$ cat src/rtl/dmem_lsu_pkg.sv
// Shared constants and types for the data-memory load/store unit.
// funct3 codes, FSM state encoding and the illegal-funct3 helper.
package dmem_lsu_pkg;

  localparam int WORD_LEN = 32;

  localparam logic [2:0] F3_LB  = 3'b000;
  localparam logic [2:0] F3_LH  = 3'b001;
  localparam logic [2:0] F3_LW  = 3'b010;
  localparam logic [2:0] F3_LBU = 3'b100;
  localparam logic [2:0] F3_LHU = 3'b101;
  localparam logic [2:0] F3_SB  = 3'b000;
  localparam logic [2:0] F3_SH  = 3'b001;
  localparam logic [2:0] F3_SW  = 3'b010;

  typedef enum logic [2:0] {
    S_IDLE,
    S_READ,
    S_RDATA,
    S_WRITE,
    S_ERR
  } lsu_state_t;

  // funct3 values that have no meaning for the given access direction
  function automatic logic f3_illegal(
    input logic       is_store,
    input logic [2:0] f3
  );
    if (is_store)
      return f3[2] | (f3 == 3'b011);
    return (f3 == 3'b011) | (f3 == 3'b110) | (f3 == 3'b111);
  endfunction

endpackage

$ cat src/rtl/dmem_lane_align.sv
// Byte/halfword lane steering for the load/store unit.
// Extracts and extends load lanes, merges sub-word stores, flags misalignment.
module dmem_lane_align
  import dmem_lsu_pkg::*;
(
  input  logic [2:0]          funct3,
  input  logic [1:0]          addr,
  input  logic [WORD_LEN-1:0] rdata,
  input  logic [WORD_LEN-1:0] wdata,
  output logic [WORD_LEN-1:0] load_ext,
  output logic [WORD_LEN-1:0] store_merge,
  output logic                misalign
);

  logic [7:0]  lane_b;
  logic [15:0] lane_h;

  // lane select, sign/zero extension, sub-word merge and alignment check
  always_comb begin
    lane_b      = rdata[{addr, 3'b000} +: 8];
    lane_h      = rdata[{addr[1], 4'b0000} +: 16];
    load_ext    = '0;
    store_merge = rdata;
    misalign    = 1'b0;

    case (funct3)
      F3_LB:   load_ext = {{24{lane_b[7]}}, lane_b};
      F3_LH:   load_ext = {{16{lane_h[15]}}, lane_h};
      F3_LW:   load_ext = rdata;
      F3_LBU:  load_ext = {24'h0, lane_b};
      F3_LHU:  load_ext = {16'h0, lane_h};
      default: load_ext = '0;
    endcase

    case (funct3[1:0])
      2'b00:   store_merge[{addr, 3'b000} +: 8] = wdata[7:0];
      2'b01:   store_merge[{addr[1], 4'b0000} +: 16] = wdata[15:0];
      default: store_merge = wdata;
    endcase

    case (funct3[1:0])
      2'b01:   misalign = addr[0];
      2'b10:   misalign = (addr != 2'b00);
      default: misalign = 1'b0;
    endcase
  end

endmodule

$ cat src/rtl/dmem_lsu.sv
// RV32I load/store unit in front of a word-wide, 1-cycle-read memory port.
// Sub-word stores are done as read-modify-write of the containing word.
module dmem_lsu
  import dmem_lsu_pkg::*;
#(
  parameter bit STORE_RESP = 1'b1
) (
  input  logic                clk,
  input  logic                rst,
  input  logic                req_valid,
  output logic                req_ready,
  input  logic                req_wen,
  input  logic [2:0]          req_funct3,
  input  logic [WORD_LEN-1:0] req_addr,
  input  logic [WORD_LEN-1:0] req_wdata,
  output logic                resp_valid,
  output logic [WORD_LEN-1:0] resp_rdata,
  output logic                resp_err,
  output logic [WORD_LEN-1:0] addr_d,
  output logic                wen,
  output logic [WORD_LEN-1:0] wdata,
  input  logic [WORD_LEN-1:0] rdata
);

  lsu_state_t          state;
  logic [WORD_LEN-1:0] addr_q;
  logic [WORD_LEN-1:0] wdata_q;
  logic [WORD_LEN-1:0] merge_q;
  logic [2:0]          funct3_q;
  logic                wen_q;

  logic                idle;
  logic                accept;
  logic                req_err;
  logic [2:0]          lane_f3;
  logic [1:0]          lane_addr;
  logic [WORD_LEN-1:0] addr_w;
  logic [WORD_LEN-1:0] load_ext;
  logic [WORD_LEN-1:0] store_merge;
  logic                misalign;

  assign idle      = (state == S_IDLE);
  assign req_ready = idle & ~rst;
  assign accept    = req_valid & req_ready;

  // alignment is judged on the live request; extraction on the latched one
  assign lane_f3   = idle ? req_funct3 : funct3_q;
  assign lane_addr = idle ? req_addr[1:0] : addr_q[1:0];
  assign addr_w    = {addr_q[WORD_LEN-1:2], 2'b00};
  assign req_err   = misalign | f3_illegal(req_wen, req_funct3);

  dmem_lane_align u_align (
    .funct3      (lane_f3),
    .addr        (lane_addr),
    .rdata       (rdata),
    .wdata       (wdata_q),
    .load_ext    (load_ext),
    .store_merge (store_merge),
    .misalign    (misalign)
  );

  // memory port driven only in READ/WRITE; reset blocks a pending write
  always_comb begin
    addr_d = '0;
    wen    = 1'b0;
    wdata  = '0;
    case (state)
      S_READ: addr_d = addr_w;
      S_WRITE: begin
        addr_d = addr_w;
        wen    = ~rst;
        wdata  = (funct3_q[1:0] == 2'b10) ? wdata_q : merge_q;
      end
      default: ;
    endcase
  end

  // request FSM with registered response outputs
  always_ff @(posedge clk) begin
    if (rst) begin
      state      <= S_IDLE;
      resp_valid <= 1'b0;
      resp_rdata <= '0;
      resp_err   <= 1'b0;
      addr_q     <= '0;
      wdata_q    <= '0;
      merge_q    <= '0;
      funct3_q   <= '0;
      wen_q      <= 1'b0;
    end else begin
      resp_valid <= 1'b0;
      case (state)
        S_IDLE: begin
          if (accept) begin
            addr_q   <= req_addr;
            wdata_q  <= req_wdata;
            funct3_q <= req_funct3;
            wen_q    <= req_wen;
            if (req_err) begin
              resp_valid <= 1'b1;
              resp_err   <= 1'b1;
              resp_rdata <= '0;
              state      <= S_ERR;
            end else if (req_wen && req_funct3 == F3_SW) begin
              state <= S_WRITE;
            end else begin
              state <= S_READ;
            end
          end
        end
        S_READ: state <= S_RDATA;
        S_RDATA: begin
          if (wen_q) begin
            merge_q <= store_merge;
            state   <= S_WRITE;
          end else begin
            resp_valid <= 1'b1;
            resp_rdata <= load_ext;
            resp_err   <= 1'b0;
            state      <= S_IDLE;
          end
        end
        S_WRITE: begin
          if (STORE_RESP) begin
            resp_valid <= 1'b1;
            resp_rdata <= '0;
            resp_err   <= 1'b0;
          end
          state <= S_IDLE;
        end
        S_ERR:   state <= S_IDLE;
        default: state <= S_IDLE;
      endcase
    end
  end

endmodule

$ cat config.mk
export PLATFORM = sky130hd
export DESIGN_NAME = dmem_lsu
export DESIGN_NICKNAME = d
export VERILOG_FILES = /design/src/rtl/dmem_lsu_pkg.sv /design/src/rtl/dmem_lane_align.sv /design/src/rtl/dmem_lsu.sv
export SDC_FILE = /design/constraint.sdc
export NUM_CORES = 1
export LEC_CHECK = 0
export CORE_ASPECT_RATIO = 1.4
export CORE_MARGIN = 1.5
export CORE_UTILIZATION = 26
export CTS_CLUSTER_DIAMETER = 30
export DETAILED_ROUTE_END_ITERATION = 10
export GPL_ROUTABILITY_DRIVEN = 0
export PLACE_DENSITY_LB_ADDON = 0.05
export SLEW_MARGIN = 10
export SYNTH_ARGS = -nofsm -noshare
export SYNTH_HDL_FRONTEND = slang
export SYNTH_SLANG_ARGS = --single-unit
$ cat constraint.sdc
create_clock -name clk -period 6.95 [get_ports clk]
set_input_delay 1.39 -clock clk [delete_from_list [all_inputs] [get_ports clk]]
set_output_delay 1.39 -clock clk [all_outputs]
set_load 0.02 [all_outputs]
* Yosys cells after proc, flatten, opt, wreduce, memory -nomap -nowiden *
Index checks and enable logic that the tools add are counted.

operators by class
  shift-type cells = 6
  reduce and logical (&&, ||, !) cells = 10
  divide/modulo/power cells = 0
  equal/unequal tests = 17
  magnitude comparators = 0
  multiply operators = 0
  bitwise logic cells = 7
  mux-type cells = 31
  add/sub/neg operators = 2

operators with widths
  operator                                                                 number
  32-bit 2-to-1 mux                                                        6
  32-bit case mux with 5 select lines                                      1
  32-bit case mux with 3 select lines                                      1
  32-bit bitwise mux                                                       2
  32-bit case mux with 2 select lines                                      1
  16-bit by 7-bit variable shift with 32-bit output, first input constant  1
  8-bit by 7-bit variable shift with 32-bit output, first input constant   1
  16-bit by 7-bit indexed part select with 32-bit output                   1
  32-bit by 6-bit indexed part select with 16-bit output                   1
  32-bit by 6-bit indexed part select with 8-bit output                    1
  8-bit by 7-bit indexed part select with 32-bit output                    1
  3-bit by 2-bit == test with 1-bit output, second input constant          5
  5-bit negation with 7-bit output                                         2
  3-bit == test, second input constant                                     4
  1-bit 2-to-1 mux                                                         10
  3-bit 2-to-1 mux                                                         3
  3-bit case mux with 3 select lines                                       1
  3-bit by 1-bit == test with 1-bit output, second input constant          2
  3-bit zero test                                                          2
  2-bit 2-to-1 mux                                                         3
  1-bit case mux with 3 select lines                                       2
  2-bit == test, second input constant                                     2
  2-bit by 1-bit != test with 1-bit output, second input constant          2
  1-bit OR                                                                 4
  other kinds (12)                                                         14

storage, ports and cells
  memory bits (writable) = 0
  word-level logic and storage cells = 82
  bits in latches = 0
  memory bits (read-only) = 0
  bits of input ports = 103
  flip-flop bits (word level) = 137
  memories = 0

* Logic depth before layout (Yosys ltp) *
  depth in word-level cells = 8
  gate-level depth with buffers = 13
  mapped depth without buffers = 10

* By module *
Synthesis repeated with hierarchy kept, for this count alone.

second synthesis, totals
  cells, all modules = 1064
  area total of the unflattened synthesis = 8079.0 sq um

modules (own cells, without submodules)
  module           times used  area each (sq um)  cells each
  dmem_lsu         1           6003.3             776
  dmem_lane_align  1           2075.7             288

* Worst setup path after synthesis *
No wires, ideal clock.

  path type = in2out
  start point = input port rst
  end point = output port wen
  slack = 3.157 ns
  data arrival time = 2.403 ns
  stages = 4
  path through = clkbuf_1 clkbuf_1 clkbuf_1 nor2_1

on the way
  longest elaborated chain between the ends = 2

RTL lines
  element             RTL line        RTL
  start: declaration  dmem_lsu.sv:9   input logic rst,
  1-bit NOT           dmem_lsu.sv:71  wen = ~rst;
  1-bit 2-to-1 mux    dmem_lsu.sv:67  case (state)
  end: declaration    dmem_lsu.sv:20  output logic wen,

Every way passes these cells.

* Worst setup path in the final report *
  start point = input port req_addr[1]
  end point = register merge_q[14]

on the way
  longest elaborated chain between the ends = 5
  elaborated cells between the ends (all ways) = 10
  classes of those cells = 2 x add/sub; 4 x shift; 4 x mux

RTL lines
  element                                                                               RTL line                                      RTL
  start: declaration                                                                    dmem_lsu.sv:14                                input logic [WORD_LEN-1:0] req_addr,
  2-bit 2-to-1 mux (*)                                                                  dmem_lsu.sv:48                                assign lane_addr = idle ? req_addr[1:0] : addr_q[1:0];
  5-bit negation with 7-bit output (on tied branches)                                   dmem_lane_align.sv:37, dmem_lane_align.sv:36
  16-bit by 7-bit indexed part select with 32-bit output, or another cell as far along  dmem_lane_align.sv:37                         2'b01: store_merge[{addr[1], 4'b0000} +: 16] = wdata[15:0];
  32-bit bitwise mux (on tied branches)                                                 dmem_lane_align.sv:37, dmem_lane_align.sv:36
  32-bit case mux with 2 select lines (*)                                               dmem_lane_align.sv:35                         case (funct3[1:0])
  end signal: assignment                                                                dmem_lsu.sv:114                               merge_q <= store_merge;
  end: declaration                                                                      dmem_lsu.sv:28                                logic [WORD_LEN-1:0] merge_q;

Mark *: on every way between the ends. The rest lies on a longest branch, timed or not.
A chain may end at the register's enable or synchronous reset.

==> impl_results.md <==
* Via density at about 5.2
* Hold Path Stages at 2
* DRT Pass-1 Iters at 7
* Hold WS at roughly 0.45 ns
* Status: finished clean
* Inserted Diodes at 0
* DRC viols at 0
* Flop pwr share at approximately two fifths
* # hold bufs at CTS at 0
* Worst reg2reg startpoint: state[0]
* Num ports at between 200 and 250
* Sw Share at a little under a third
* Inst Count DP at 1502
* Clk Latency, worst-skew pair at around 0.44 ns
* Syn Std Cell Area at 7762 um2
* TNS Setup at 0 ns
* NetSw at roughly 0.7 mW
* Ranking of synthesized cells by area: dfxtp_1, nand2_1, nand3_1
* Initial DRC Count at 550
* Pre-CTS setup slack at around 1.8 ns
* Clock Tree Buf Depth at 2
* Final WL at 31830 um
* Layout net count at around 1200
* Synth cell types at 60
* CP required at between 7 and 8 ns
* CTS buffer count at 17
* Global-route wire length before repair at 48810 um
* Clk_skew at about 0.011 ns
* Max Fanout on Critical Path at 19
* R2R setup slack at roughly 2.9 ns
* Synth area leader: dfxtp_1
* Number of synthesized register bits at 137
* P_int at around 1.6 mW
* Ys Warns at 0
* Post-route minimum period at 4.640 ns
* Die area at 30920 um2
* Post-Syn Instances at ~1000
* Capture point of the worst reg-to-reg path: resp_rdata[13]
* Final setup margin at about 2.3 ns
* Vias in the first global route at between 8000 and 9000
* Core ar. at 29260 um2
* Most common cell after layout, fill and taps aside: nand2_1
* Share of the synthesized area in the top cell type at a little over a third
* Logic pwr share at 22.4%
* Unrepaired setup endpoints after global routing: no
* Kind of critical path: in2reg
* Hold path start: addr_q[5]
* Path depth of the worst reg2reg path at 9
* Hold Path End: addr_q[5]
* Sink Count at between 100 and 150
* Adder-cell share of the synthesized area at less than 1%
* Worst endpoint data arrival time at approximately 5.0 ns
* CTS root buf: clkbuf_16
* Number of flops mapped to enable cells by yosys at 0
* Finish-stage setup viols at 0
* Cell area power density at 218.4 nW/um2
* Clock network power share at a little under 40%
* Grt total ovfl at 0
* Post-synthesis mux area share at just over 6%
* Clk pin slew, worst setup/hold paths at about 0.060 ns
* Initial Util at a little over a quarter
* Synth Area per Inst at 7.701 um2
* Hold Vio Cnt, Final at 0
* Cts repair resizes at 0
* Post-CTS Repair Setup Buffers at 0
* Gr usage total at between 20% and 30%
* Via count at around 8000
* Routed Antenna Nets at 0
* CTS tree: yes
* Max-slew violations at 0
* Power Total at approximately 2.3 mW
* Chip width at approximately 150 um
* Peak Freq at 215.5 MHz
* Pin count of the biggest net entering global routing at 68
* Post-synthesis compound-gate area fraction at 23.86%
* # rows at 74
* Htree depth at 4
* Largest family of logic cells by synthesized area: simple AND/OR/NAND/NOR gates
* Leak at ~3.8 nW
* Fin crit share at between 60% and 70%
* CP Capture Type: flip-flop
* Ys flop type: dfxtp_1
* Xor/xnor share of the synthesized area at 0%
* IO buf count at 200
* Sequential share of the synthesized area at around a third
* Initial antenna violation count at 0
* Post-DP HPWL at 22530 um
* Max Cap Viol at 0
* Non-filler cells, final at between 1500 and 2000
* Worst Hold Class: reg2reg
* Simple-Gate Fraction of Synth Area at 26.90%
* Drt wl/cell at ~21 um
* Async SR Flop Fraction at 0%
* CP startpoint kind: input port
* Worst-Margin Slew at 1.131 ns
* Most frequent cells in the layout: nand2_1, clkdlybuf4s50_1, dfxtp_1, nand3_1, a21oi_1
* Max VDD drop at about 0.00019 V
* P&R area growth vs syn at 34.94%
* Worst rel slew slack at 24.58%
* Layout cell share with drive strength beyond 1 at about 6.7%
* Die H at about 210 um
==> kinds of logic after synthesis <==
group / Yosys count
and+or+nand+nor: 446
buffers and inverters: 132
adders and majority gates: 4
other: 1
AOI/OAI and AO/OA: 261
muxes: 27
DFF: 137
==> worst max-delay path: stages <==
cell             delay [ns]
clkdlybuf4s50_1        0.89
nor4b_2                0.43
or2_1                  0.22
inv_4                  0.12
ha_1                   0.49
nor2b_1                0.57
and3_1                 0.47
a222oi_1               0.15
a211oi_1               0.23
==> power groups by stage <==
stage	Clock, mW	Sequential [mW]	Combinational [mW]
6_report	0.891	0.886	0.512
5_1_grt	0.952	0.892	0.560
4_1_cts	0.921	0.886	0.515
3_5_place_dp	0	0.903	0.513
3_3_place_gp	0	0.903	0.512
2_1_floorplan	0	0.872	0.337
==> Yosys cell counts, types with 17 or more instances <==
master     number
nand2_1       225
dfxtp_1       137
nand3_1        83
a21oi_1        69
clkbuf_1       67
o21ai_0        47
nor2_1         37
and2_1         36
inv_1          30
and3_1         25
o31ai_1        18
o2bb2ai_1      17
==> worst max path at each step <==
stage,start,endpoint,cells after the start
global placement,req_addr[1],merge_q[13],9
detailed placement,req_addr[1],merge_q[11],9
global route,req_addr[1],merge_q[13],9
finish,req_addr[1],merge_q[14],9
floorplan,rst,wen,4
CTS,req_addr[1],merge_q[15],9
==> through the flow <==
step / cell area [um2] / utilization, %
detailed placement: 9927 / 33.93
global route: 10480 / 35.80
global placement: 9927 / 33.93
finish: 10480 / 35.80
floorplan: 7766 / -
CTS: 10480 / 35.80
==> layer usage <==
metal	vias to the layer above	GRT usage, %	part of all wire [%]
li1	3862	-	-
met1	3796	24.38	40
met2	267	36.10	50
met3	49	4.330	6.0
met4	0	9.628	3.8
met5	-	0	0
==> flip-flops by register name, indices dropped and copies added (netlist names) <==
register	count
addr_q	32
funct3_q	3
merge_q	32
resp_err	1
resp_rdata	32
resp_valid	1
state	3
wdata_q	32
wen_q	1
==> cell type report <==
cell class,count,area (um2)
clock buffers,23,478.0
clock inverters,4,70.07
fillers,3139,18780
inverters,31,118.9
multi-input cells,740,4488
flip-flops and latches,137,2743
well taps,380,475.5
repair buffers,214,2102
(Power assumes the default switching activity.)
